[config.mk]
export PLATFORM = sky130hd
export DESIGN_NAME = imem_loader
export DESIGN_NICKNAME = d
export VERILOG_FILES = /design/src/rtl/imem_loader.sv
export SDC_FILE = /design/constraint.sdc
export NUM_CORES = 1
export LEC_CHECK = 0
export ABC_AREA = 1
export BUFFER_PORTS_ARGS = -buffer_cell sky130_fd_sc_hd__buf_2
export CORE_ASPECT_RATIO = 1.4
export CORE_MARGIN = 2
export CORE_UTILIZATION = 45
export CTS_CLUSTER_DIAMETER = 60
export DETAILED_ROUTE_END_ITERATION = 12
export GPL_TIMING_DRIVEN = 0
export PLACE_DENSITY = 0.65
export SLEW_MARGIN = 20
export SYNTH_ARGS = -nofsm -noshare
export SYNTH_HDL_FRONTEND = slang
export SYNTH_SLANG_ARGS = --single-unit
[constraint.sdc]
create_clock -name clk -period 2.7 [get_ports clk]
set_input_delay 0.27 -clock clk [delete_from_list [all_inputs] [get_ports clk]]
set_output_delay 0.27 -clock clk [all_outputs]
set_load 0.1 [all_outputs]
[src/rtl/imem_loader.sv]
// Serial boot loader: frames a byte stream (SYNC, LEN, data, CHK) into big-endian
// 32-bit words and writes them to the instruction memory while holding the CPU in reset.
module imem_loader #(
    parameter int unsigned ADDR_W    = 6,
    parameter logic [7:0]  SYNC_BYTE = 8'hA5,
    parameter int unsigned TIMEOUT   = 100000
) (
    input  logic              clk,
    input  logic              clrn,
    input  logic [7:0]        rx_data,
    input  logic              rx_valid,
    output logic [31:0]       ram_a,
    output logic [31:0]       d_t_ram,
    output logic              wram,
    output logic              cpu_hold,
    output logic              done,
    output logic              err,
    output logic [ADDR_W:0]   words_loaded
);

    localparam int unsigned       CNT_W    = ADDR_W + 1;
    localparam int unsigned       TMO_W    = $clog2(TIMEOUT + 1);
    localparam logic [CNT_W-1:0]  DEPTH    = CNT_W'(1 << ADDR_W);
    localparam logic [CNT_W-1:0]  CNT_ONE  = CNT_W'(1);
    localparam logic [TMO_W-1:0]  TMO_LAST = TMO_W'(TIMEOUT - 1);
    localparam logic [TMO_W-1:0]  TMO_ONE  = TMO_W'(1);

    typedef enum logic [2:0] {
        S_IDLE, S_LEN, S_DATA, S_WR_SETUP, S_WR_PULSE, S_CHK
    } state_e;

    state_e             state_q, state_d;
    logic [CNT_W-1:0]   n_q, n_d;
    logic [1:0]         byte_cnt_q, byte_cnt_d;
    logic [7:0]         xor_q, xor_d;
    logic [31:0]        word_q, word_d;
    logic [TMO_W-1:0]   tmo_q, tmo_d;
    logic               pend_q, pend_d;
    logic [7:0]         pend_byte_q, pend_byte_d;
    logic [31:0]        ram_a_q, ram_a_d;
    logic [31:0]        d_t_ram_q, d_t_ram_d;
    logic               wram_q, wram_d;
    logic               cpu_hold_q, cpu_hold_d;
    logic               done_q, done_d;
    logic               err_q, err_d;
    logic [CNT_W-1:0]   words_loaded_q, words_loaded_d;

    // A byte caught during the two write cycles is parked and consumed on return.
    logic       in_valid;
    logic [7:0] in_byte;
    logic       counting;
    logic       timeout;
    logic       last_word;

    assign in_valid  = rx_valid | pend_q;
    assign in_byte   = pend_q ? pend_byte_q : rx_data;
    assign counting  = (state_q == S_LEN) || (state_q == S_DATA) || (state_q == S_CHK);
    assign timeout   = counting && !in_valid && (tmo_q == TMO_LAST);
    assign last_word = ((words_loaded_q + CNT_ONE) == n_q);

    // NOTE: non-blocking assignments in clocked blocks so every flop samples pre-edge values.
    always_ff @(posedge clk or negedge clrn) begin
        if (!clrn) state_q <= S_IDLE;
        else       state_q <= state_d;
    end

    always_comb begin
        state_d = state_q;
        unique case (state_q)
            S_IDLE:     if (rx_valid && rx_data == SYNC_BYTE) state_d = S_LEN;
            S_LEN:      if (in_valid) state_d = S_DATA;
                        else if (timeout) state_d = S_IDLE;
            S_DATA:     if (in_valid && byte_cnt_q == 2'd3) state_d = S_WR_SETUP;
                        else if (timeout) state_d = S_IDLE;
            S_WR_SETUP: state_d = S_WR_PULSE;
            S_WR_PULSE: state_d = last_word ? S_CHK : S_DATA;
            S_CHK:      if (in_valid || timeout) state_d = S_IDLE;
            default:    state_d = S_IDLE;
        endcase
    end

    // NOTE: every variable gets its hold value first, so no path through this block infers a latch.
    always_comb begin
        n_d            = n_q;
        byte_cnt_d     = byte_cnt_q;
        xor_d          = xor_q;
        word_d         = word_q;
        pend_d         = pend_q;
        pend_byte_d    = pend_byte_q;
        ram_a_d        = ram_a_q;
        d_t_ram_d      = d_t_ram_q;
        cpu_hold_d     = cpu_hold_q;
        done_d         = done_q;
        err_d          = err_q;
        words_loaded_d = words_loaded_q;
        tmo_d          = (rx_valid || !counting) ? '0 : tmo_q + TMO_ONE;

        unique case (state_q)
            S_IDLE: begin
                pend_d = 1'b0;
                if (rx_valid && rx_data == SYNC_BYTE) begin
                    cpu_hold_d     = 1'b1;
                    done_d         = 1'b0;
                    err_d          = 1'b0;
                    words_loaded_d = '0;
                end
            end
            S_LEN: begin
                if (in_valid) begin
                    if (in_byte == 8'd0 || 32'(in_byte) > 32'(DEPTH)) n_d = DEPTH;
                    else                                               n_d = CNT_W'(in_byte);
                    byte_cnt_d = 2'd0;
                    xor_d      = 8'd0;
                end
            end
            S_DATA: begin
                if (in_valid) begin
                    pend_d     = 1'b0;
                    word_d     = {word_q[23:0], in_byte};
                    xor_d      = xor_q ^ in_byte;
                    byte_cnt_d = byte_cnt_q + 2'd1;
                    if (byte_cnt_q == 2'd3) begin
                        ram_a_d   = 32'({words_loaded_q[ADDR_W-1:0], 2'b00});
                        d_t_ram_d = word_d;
                    end
                end
            end
            S_WR_SETUP, S_WR_PULSE: begin
                if (rx_valid) begin
                    pend_d      = 1'b1;
                    pend_byte_d = rx_data;
                end
                if (state_q == S_WR_PULSE) words_loaded_d = words_loaded_q + CNT_ONE;
            end
            S_CHK: begin
                if (in_valid) begin
                    pend_d     = 1'b0;
                    done_d     = (in_byte == xor_q);
                    err_d      = (in_byte != xor_q);
                    cpu_hold_d = 1'b0;
                end
            end
            default: ;
        endcase

        if (timeout) begin
            err_d      = 1'b1;
            cpu_hold_d = 1'b0;
        end
    end

    // wram is registered off the next state so it rises exactly one cycle after address/data.
    assign wram_d = (state_d == S_WR_PULSE);

    always_ff @(posedge clk or negedge clrn) begin
        if (!clrn) begin
            n_q            <= '0;
            byte_cnt_q     <= '0;
            xor_q          <= '0;
            word_q         <= '0;
            tmo_q          <= '0;
            pend_q         <= 1'b0;
            pend_byte_q    <= '0;
            ram_a_q        <= '0;
            d_t_ram_q      <= '0;
            wram_q         <= 1'b0;
            cpu_hold_q     <= 1'b0;
            done_q         <= 1'b0;
            err_q          <= 1'b0;
            words_loaded_q <= '0;
        end else begin
            n_q            <= n_d;
            byte_cnt_q     <= byte_cnt_d;
            xor_q          <= xor_d;
            word_q         <= word_d;
            tmo_q          <= tmo_d;
            pend_q         <= pend_d;
            pend_byte_q    <= pend_byte_d;
            ram_a_q        <= ram_a_d;
            d_t_ram_q      <= d_t_ram_d;
            wram_q         <= wram_d;
            cpu_hold_q     <= cpu_hold_d;
            done_q         <= done_d;
            err_q          <= err_d;
            words_loaded_q <= words_loaded_d;
        end
    end

    assign ram_a        = ram_a_q;
    assign d_t_ram      = d_t_ram_q;
    assign wram         = wram_q;
    assign cpu_hold     = cpu_hold_q;
    assign done         = done_q;
    assign err          = err_q;
    assign words_loaded = words_loaded_q;

endmodule
==> impl_metrics.tcl, run 1 <==
set metrics [dict create \
    synth_area_leaders "dfrtp_1 52%, nand2_1 12%, inv_1 5.5%, o21ai_0 4.1%, o21ai_1 3.4%" \
    worstPathRequired_ns 3.01 \
    rsz0062_at_grt "no" \
    grt_start_max_net_pins 70 \
    drcViolationCount 0 \
    synth-seq-area-share 0.5228 \
    place_congestion 0.8540 \
    synth_top_flop_cell "dfrtp_1" \
    clkSinkCount 119 \
    start_util 0.4604 \
    core_area_um2 12370 \
    rrSetupSlack_ns 0.75 \
    synth_top_area_share 0.5228 \
    ys_top_cells_by_count "186 x nand2_1, 119 x dfrtp_1, 83 x inv_1, 47 x o21ai_0, 45 x nor2_1" \
    die_w_um 99.08 \
    finClkSkew_ns 0.009148 \
    die_h_um 137.1 \
    hold_violations 0 \
    drt-vias-per-instance 4.968 \
    fin_total_pwr_mw 6.530 \
    cts_tree "yes" \
    p_leak_nw 3.648 \
    drt-total-wl_um 13390 \
    maxClockFrequency_mhz 512.9 \
    synthCells 683 \
    worstPathMaxFanout 9 \
    holdBufCountCts 1 \
    drtIter0Drc 324 \
    wl_per_cell_um 14.08 \
    drive_gt1_frac 0.1948 \
    crit_arrival_ns 2.26 \
    clock_tree.buffer_depth 2 \
    num_vias 4725 \
    setup_viol 0 \
    ctsResizeCount 0 \
    gr-total-overflow 0 \
    clk_latency_ns 0.42 \
    min_period_ns 1.950 \
    grt_pass1_vias 4680 \
    root_buffer "clkbuf_16" \
    worstSetupPathType "reg2reg" \
    outcome "completed" \
    grt_pass1_wl_um 22280 \
    r2r_cells 9 \
    synth_edf_count 0 \
    syn_area_per_cell_um2 8.339 \
    cts_post_setup_buffers_inserted 0 \
    final_net_count 802 \
    maxCapViolCount 0 \
    die_area_um2 13590 \
    io-pin-count 86 \
    synth_warnings 0 \
    h-tree-depth 4 \
    relSlewSlack 0.4849 \
    tightest_slew_ns 0.7646 \
    max-vdd-ir-drop_uv 595.4 \
    finalNonFillerCells 951 \
    grt_util_all_layers 0.2083 \
    synth.distinct_cells 38 \
    r2r-end "n_q[4]" \
    antenna_found_initial 0 \
    hp-start "rx_data[7]" \
    portBuffers 59 \
    min_to "pend_byte_q[7]" \
    r2r-start "pend_q" \
    p_per_area_nw_per_um2 945.4 \
    cts_buffers 17 \
    synth_top_area_cell "dfrtp_1" \
    slew_viol_final 0 \
    dr.pass1.iters 6 \
    synth_area_um2 5695 \
    drtAntennaViolNets 0 \
    fp-row-count 48 \
    clk_pin_slew_ns 0.06 \
    hold_class "in2reg" \
    diodes 0 \
    start_kind "flip-flop" \
    async_flop_share 1.000 \
    synth_seq_cells 119 \
    period_share 0.7221 \
    hpwl_um 9945 \
    areaGrowthSynthToFinish_pct 21.27 \
    synth_most_common_cell "nand2_1" \
    min_path_cells 3 \
    post-place-cells 918 \
    end_kind "flip-flop" \
]
placed cells by master (no fill, tap or decap), drive strengths merged:
cell and count:
nand2 189, dfrtp 119, buf 99, inv 92
o21ai 92, nor2 49, nand3 27, conb 26
clkbuf 23, a21oi 15, nor3 14, xor2 11
o22ai 10, clkinv 8, nand4 6, nand3b 3
ha 3, xnor2 2, or2 2, bufinv 2
clkinvlp 2, nor4 1, a21o 1, and3 1
a22o 1, o221ai 1, a21boi 1, dlygate4sd3 1
power breakdown:
group / total [mW] / internal (mW) / switching [mW]
Combinational: 2.00 / 0.459 / 1.54
Sequential: 2.30 / 2.13 / 0.168
Clock: 2.23 / 1.39 / 0.842
per-stage QoR:
step                      worst slack (ns)  setup TNS [ns]  cell area [µm²]  utilization  hold slack [ns]
final                               0.7504               0             6907       0.5583           0.1547
after global routing                0.6634               0             6907       0.5583           0.1721
after CTS                           0.7758               0             6907       0.5583           0.1529
after detailed placement            0.7922               0             6306       0.5097           0.2524
after global placement            -0.06823          -7.010             6272       0.5070           0.4489
after floorplan                     0.4980               0             5789            -         -0.02559
layout make-up:
type / count / area [µm²]
multi-input cells: 455 / 2152
fillers: 1160 / 5465
clock buffers: 18 / 439.2
inverters: 90 / 337.8
well taps: 150 / 187.7
flip-flops and latches: 119 / 2978
clock inverters: 14 / 151.4
plain buffers: 44 / 321.6
repair buffers: 61 / 339.1
how the worst max path moves through the flow:
| stage | start | endpoint | slack, ns | cells after the start |
|---|---|---|---|---|
| after global routing | pend_q | n_q[3] | 0.66 | 9 |
| after global placement | clrn | tmo_q[0] | -0.07 | 1 |
| after floorplan | words_loaded[0] | state_q[1] | 0.50 | 12 |
| after detailed placement | pend_q | n_q[1] | 0.79 | 9 |
| final | pend_q | n_q[4] | 0.75 | 9 |
| after CTS | pend_q | n_q[3] | 0.78 | 9 |
state kept, by name, indices dropped and copies added, names as in the netlist, 3 cells and up:
| register | count |
|---|---|
| n_q | 7 |
| tmo_q | 17 |
| ram_a | 6 |
| xor_q | 8 |
| state_q | 3 |
| d_t_ram | 32 |
| words_loaded | 7 |
| word_q | 24 |
| pend_byte_q | 8 |
routing by layer:
layer	vias up	global-route usage	part of all wire
met5	-	0	0
met4	0	0.09970	0.031
met3	29	0.04545	0.041
met2	112	0.3735	0.53
met1	2251	0.2334	0.40
li1	2333	-	-
logic make-up after synthesis:
logic type,after synthesis,synth area share
simple gates,292,0.2168
buf+inv,134,0.1158
compound gates,121,0.1173
flops,119,0.5228
xor+xnor,13,0.01999
fa+ha+maj,3,0.006591
other cells,1,0.0006584
critical path: stages (launching register included):
cell and delay [ns]:
dfrtp_1 0.37, buf_6 0.15, o21ai_0 0.62, inv_1 0.18
nand2_1 0.14, nor3_2 0.06, nand2_1 0.08, nand2_1 0.09
nand3_1 0.09, nand2_1 0.06
Note: power is estimated with default switching activity, not from simulation.
==> run 2: changes to the inputs <==
--- a/config.mk
+++ b/config.mk
@@ -5,7 +5,7 @@
 export SDC_FILE = /design/constraint.sdc
 export NUM_CORES = 1
 export LEC_CHECK = 0
-export ABC_AREA = 1
+export ABC_AREA = 0
 export BUFFER_PORTS_ARGS = -buffer_cell sky130_fd_sc_hd__buf_2
 export CORE_ASPECT_RATIO = 1.4
 export CORE_MARGIN = 2
@@ -13,7 +13,7 @@
 export CTS_CLUSTER_DIAMETER = 60
 export DETAILED_ROUTE_END_ITERATION = 12
 export GPL_TIMING_DRIVEN = 0
-export PLACE_DENSITY = 0.65
+export PLACE_DENSITY = 0.68
 export SLEW_MARGIN = 20
 export SYNTH_ARGS = -nofsm -noshare
 export SYNTH_HDL_FRONTEND = slang
==> constraint.sdc (replaced) <==
create_clock -name clk -period 1.7 [get_ports clk]
set_input_delay 0.17 -clock clk [delete_from_list [all_inputs] [get_ports clk]]
set_output_delay 0.17 -clock clk [all_outputs]
set_load 0.1 [all_outputs]
==> impl_metrics.tcl, run 2 <==
set metrics [dict create \
    min_period_ns 2.009 \
    period_share 1.182 \
    r2r_cells 7 \
    antenna_found_initial 0 \
    die_h_um 133.9 \
    synthCells 511 \
    tightest_slew_ns 0.5229 \
    wl_per_cell_um 16.53 \
    largest_reg_flops 32 \
    drt-total-wl_um 13650 \
    layout_setup_ws_ns -0.3094 \
    worst_path_max_delay_cell "or4_4" \
    hp-start "rx_data[2]" \
    grt_util_all_layers 0.2134 \
    diodes 0 \
    die_area_um2 12960 \
    outcome "complete, but fails checks" \
    root_buffer "clkbuf_16" \
    p_leak_nw 3.818 \
    grt_pass1_vias 4289 \
    timing.hold.ws_ns 0.04840 \
    end_kind "flip-flop" \
    min_path_cells 2 \
    dr.pass1.iters 4 \
    r2r-start "pend_q" \
    portBuffers 59 \
    relSlewSlack 0.6514 \
    clk_latency_ns 0.42 \
    final_net_count 680 \
    async_flop_share 1.000 \
    clock_tree.buffer_depth 2 \
    hold_violations 0 \
    max-vdd-ir-drop_uv 1008 \
    synth_most_common_cell "dfrtp_1" \
    rrSetupSlack_ns -0.31 \
    min_to "pend_byte_q[2]" \
    syn_area_per_cell_um2 10.62 \
    preCtsSetupSlack_ns -0.5415 \
    r2r-end "err" \
    drcViolationCount 0 \
    synth_top_area_cell "dfrtp_1" \
    place_congestion 0.7953 \
    core_area_um2 11820 \
    nFillCells 877 \
    maxClockFrequency_mhz 497.7 \
    synth_top_area_share 0.5489 \
    worstSetupPathType "reg2reg" \
    hpwl_um 8243 \
    drtIter0Drc 167 \
    synth_area_um2 5425 \
    synth.distinct_cells 47 \
    slew_viol_final 0 \
    crit_arrival_ns 2.32 \
    layout_commonest_cell "dfrtp_1" \
    p_per_area_nw_per_um2 2214 \
    synth_top_flop_cell "dfrtp_1" \
    die_w_um 96.80 \
    start_kind "flip-flop" \
    ys_top_cells_by_count "119 x dfrtp_1, 79 x nand2_1, 51 x nor2_1, 38 x mux2_2, 29 x buf_4" \
    synth_edf_count 0 \
    io-pin-count 86 \
    clkSinkCount 119 \
    cp_top_family "simple AND/OR/NAND/NOR gates" \
    layout_common_cells "111 x dfrtp_1, 76 x nand2_1, 71 x buf_4" \
    fp-row-count 47 \
    violations "negative setup slack" \
    cts_tree "yes" \
    cpPeakStageDelay_ns 0.45 \
    hold_class "in2reg" \
    areaGrowthSynthToFinish_pct 44.60 \
    num_vias 4248 \
    h-tree-depth 4 \
    rsz0062_at_grt "yes" \
    setup_viol 35 \
    start_util 0.4590 \
    gr-total-overflow 0 \
    synth_area_leaders "dfrtp_1 55%, mux2_2 7.9%, nand2_1 5.5%, buf_4 4.0%, nor2_1 3.5%" \
    drive_gt1_frac 0.4286 \
    maxCapViolCount 0 \
    synth_seq_cells 119 \
    finClkSkew_ns 0.007745 \
    drtAntennaViolNets 0 \
    synth-seq-area-share 0.5489 \
    grt_pass1_wl_um 21970 \
    drt-vias-per-instance 5.143 \
    path_buf_inv 2 \
    crit_chain "buf_6, buf_12, mux2i_4, xor2_1, nand4_1, or4_4, a21o_1" \
    grt_start_max_net_pins 84 \
    cts_buffers 17 \
    worstPathRequired_ns 2.01 \
    clk_pin_slew_ns 0.05 \
    worstPathMaxFanout 7 \
    synth_warnings 0 \
]
[run 2: changes by cell type after synthesis, moves of 6 or more]
cell      change
o21ai_1      -39
nor2_1        +6
a21oi_1      +12
o21ai_0      -22
clkbuf_1      +6
inv_1        -79
mux2_2       +38
xor2_1        +7
o22ai_1       -9
inv_2         -7
xnor2_1      +14
nand3_1      -10
nand2_1     -107
[run 2: layout make-up]
class | count | area (µm²) | share of cell area
Inverter | 5 | 21.27 | 0.002711
Sequential cell | 119 | 2995 | 0.3818
Multi-Input combinational cell | 368 | 2738 | 0.3490
Timing Repair Buffer | 115 | 847.1 | 0.1080
Clock inverter | 13 | 249.0 | 0.03174
Buffer | 40 | 357.8 | 0.04561
Tap cell | 147 | 183.9 | 0.02344
Clock buffer | 19 | 452.9 | 0.05774
[run 2: logic make-up (layout without fill, tap and decap cells)]
logic type | count (synthesis) | after routing | synth area share
simple gates | 189 | 190 | 0.1582
buf+inv | 50 | 192 | 0.05950
other cells | 1 | 26 | 0.0006912
xor+xnor | 34 | 34 | 0.05489
flops | 119 | 119 | 0.5489
compound gates | 68 | 68 | 0.07265
fa+ha+maj | 3 | 3 | 0.006920
mux | 47 | 47 | 0.09825
[run 2: worst register-to-register path: cells and delay by family, from the launching register on]
family / cells / cell delay [ns]
compound gates: 1 / 0.19
xor+xnor: 1 / 0.24
buf+inv: 2 / 0.32
flops: 1 / 0.35
mux: 1 / 0.24
simple gates: 2 / 0.57
[run 2: metal layers]
metal | wire length, µm | share of wire | GRT usage | vias up
met5 | 0 | 0 | 0 | -
met4 | 447 | 0.033 | 0.08216 | 0
met3 | 530 | 0.039 | 0.05836 | 33
met2 | 7409 | 0.54 | 0.3823 | 105
met1 | 5266 | 0.39 | 0.2421 | 2110
li1 | - | - | - | 2000
[run 2: through the flow]
stage | setup TNS, ns | utilization | area (µm²) | total power, mW | instances
6_report | -1.954 | 0.6637 | 7845 | 17.37 | 826
3_3_place_gp | -133.47 | 0.5308 | 6274 | 12.16 | 742
5_1_grt | -3.816 | 0.6637 | 7845 | 18.13 | 826
4_1_cts | -1.258 | 0.6454 | 7629 | 17.16 | 814
2_1_floorplan | -3.113 | - | 5794 | 11.06 | 536
3_5_place_dp | -19.59 | 0.5336 | 6307 | 12.34 | 743
[run 2: how the worst max path moves through the flow]
| stage | to | from | cells after the start | slack, ns |
|---|---|---|---|---|
| final | err | pend_q | 7 | -0.31 |
| after global routing | err | pend_q | 7 | -0.36 |
| after CTS | err | pend_q | 7 | -0.26 |
| after detailed placement | err | pend_q | 6 | -0.54 |
| after global placement | words_loaded[0] | clrn | 1 | -1.34 |
| after floorplan | state_q[1] | words_loaded[0] | 6 | -0.20 |
[run 2: where the power goes]
part           leakage [nW]  switching [mW]  internal, mW
combinational          1.98            5.84          2.32
clock                 0.339            1.27          2.97
sequential             1.50           0.986          3.98
total                  3.82            8.10          9.27
[run 2: repair_timing]
item | CTS | global route
pin swaps | 27 | 23
buffers inserted | 39 | 13
hold buffers | 1 | 0
endpoints found under the hold margin | 36 | 0
cloned | 2 | 1
endpoints found under the setup margin | 111 | 104
resized for setup | 64 | 47
==> run 3: changes to the inputs <==
--- a/config.mk
+++ b/config.mk
@@ -10,6 +10,7 @@
 export CORE_ASPECT_RATIO = 1.4
 export CORE_MARGIN = 2
 export CORE_UTILIZATION = 45
+export CTS_BUF_LIST = sky130_fd_sc_hd__clkbuf_4
 export CTS_CLUSTER_DIAMETER = 60
 export DETAILED_ROUTE_END_ITERATION = 12
 export GPL_TIMING_DRIVEN = 0
==> impl_metrics.tcl, run 3 (same netlist as run 2, synthesis figures left out) <==
set metrics [dict create \
    outcome "complete, but fails checks" \
    violations "negative setup slack" \
    grt_pass1_vias 4255 \
    tns_ns -6.432 \
    r2r-start "pend_q" \
    clock_tree.buffer_depth 2 \
    r2r_cells 7 \
    layout_commonest_cell "dfrtp_1" \
    r2r-end "err" \
    worstPathRequired_ns 2.12 \
    path_buf_inv 2 \
    end_kind "flip-flop" \
    rrSetupSlack_ns -0.34 \
    drtIter0Drc 181 \
    design_area_um2 7833 \
    io-pin-count 86 \
    grt_util_all_layers 0.2068 \
    drt-vias-per-instance 5.089 \
    slew_viol_final 0 \
    crit_start "pend_q" \
    min_to "pend_q" \
    finClkSkew_ns 0.01165 \
    worstPathMaxFanout 6 \
    maxClockFrequency_mhz 490.2 \
    place_congestion 0.7953 \
    gr-total-overflow 0 \
    rsz0062_at_grt "yes" \
    setup_viol 59 \
    p_leak_nw 3.778 \
    start_util 0.4590 \
    cts_tree "yes" \
    layout_setup_ws_ns -0.3399 \
    layout_common_cells "111 x dfrtp_1, 74 x nand2_1, 68 x buf_4" \
    hold_violations 0 \
    h-tree-depth 4 \
    core_area_um2 11820 \
    preCtsSetupSlack_ns -0.5415 \
    clk_latency_ns 0.52 \
    grt_pass1_wl_um 21330 \
    portBuffers 59 \
    wl_per_cell_um 16.35 \
    min_path_cells 3 \
    drtAntennaViolNets 0 \
    drt-total-wl_um 13730 \
    num_vias 4275 \
    start_kind "flip-flop" \
    hp-start "rx_valid" \
    die_h_um 133.9 \
    max-vdd-ir-drop_uv 1016 \
    cp_top_family "simple AND/OR/NAND/NOR gates" \
    dr.pass1.iters 4 \
    hold_class "in2reg" \
    die_area_um2 12960 \
    die_w_um 96.80 \
    cts_buffers 17 \
    worstSetupPathType "reg2reg" \
    crit_chain "buf_6, buf_12, mux2i_4, xor2_2, nand4_1, or4_4, a21o_1" \
    drcViolationCount 0 \
    placed_area_um2 6307 \
    worst_path_max_delay_cell "or4_4" \
    cpPeakStageDelay_ns 0.52 \
    p_per_area_nw_per_um2 2060 \
    largest_reg_flops 32 \
    nFillCells 873 \
    period_share 1.200 \
    maxCapViolCount 0 \
    root_buffer "clkbuf_4" \
    final_net_count 693 \
    fp-row-count 47 \
    min_period_ns 2.040 \
    areaGrowthSynthToFinish_pct 44.37 \
    hpwl_um 8243 \
    clkSinkCount 119 \
    drive_gt1_frac 0.4494 \
    clk_pin_slew_ns 0.10 \
    crit_arrival_ns 2.46 \
    antenna_found_initial 1 \
    grt_start_max_net_pins 84 \
]
run 3: cell types whose count changed in the layout (fill, tap and decap cells not counted), moves of 3 or more:
cell / previous run / this run
buf_4: 71 / 68
o21ai_0: 12 / 5
buf_12: 5 / 10
a21oi_2: 3 / 13
clkbuf_4: 1 / 19
clkbuf_16: 17 / 3
o21ai_1: 10 / 15
a21oi_1: 24 / 13
dlygate4sd3_1: 1 / 9
run 3: area by class of cell:
| cell class | count | area (µm²) | area share |
|---|---|---|---|
| plain buffers | 40 | 366.6 | 0.04681 |
| diodes | 1 | 2.502 | 0.0003195 |
| clock buffers | 17 | 127.6 | 0.01629 |
| well taps | 147 | 183.9 | 0.02348 |
| clock inverters | 15 | 256.5 | 0.03275 |
| inverters | 5 | 21.27 | 0.002716 |
| multi-input cells | 368 | 2820 | 0.3601 |
| repair buffers | 128 | 1059 | 0.1351 |
| flip-flops and latches | 119 | 2995 | 0.3824 |
run 3: what timing repair did:
action	in CTS	in global routing
hold buffers	9	0
gates resized for setup	59	92
pin swaps	22	31
endpoints found under the setup margin	111	92
cloned	3	4
endpoints found under the hold margin	127	0
setup buffers	35	20
run 3: how the worst max path moves through the flow:
stage                     slack [ns]         endpoint  cells after the start
after floorplan                -0.20       state_q[1]                      6
after global placement         -1.34  words_loaded[0]                      1
after detailed placement       -0.54              err                      6
after CTS                      -0.29              err                      7
after global routing           -0.39              err                      6
final                          -0.34              err                      7
run 3: routing by layer:
| metal | global-route usage | vias up | part of all wire |
|---|---|---|---|
| met5 | 0 | - | 0 |
| met4 | 0.07903 | 0 | 0.019 |
| met3 | 0.05472 | 23 | 0.039 |
| met2 | 0.3723 | 88 | 0.55 |
| met1 | 0.2345 | 2137 | 0.39 |
| li1 | - | 2027 | - |
run 3: tightest hold or removal path: stages:
cell     delay, ns
buf_2         0.16
a21oi_1       0.15
o31ai_1       0.07
run 3: report_power, final:
part	switching (mW)	internal, mW
clock network	1.06	1.59
logic	5.98	2.55
registers	0.989	3.97
run 3: through the flow:
| step | util | power, mW | hold slack [ns] | std cells |
|---|---|---|---|---|
| after floorplan | - | 11.06 | -0.1256 | 536 |
| after global placement | 0.5308 | 12.16 | 0.4376 | 742 |
| after detailed placement | 0.5336 | 12.34 | 0.09641 | 743 |
| after CTS | 0.6212 | 15.60 | 0.01053 | 818 |
| after global routing | 0.6626 | 16.88 | 0.04609 | 840 |
| final | 0.6626 | 16.14 | 0.06699 | 840 |
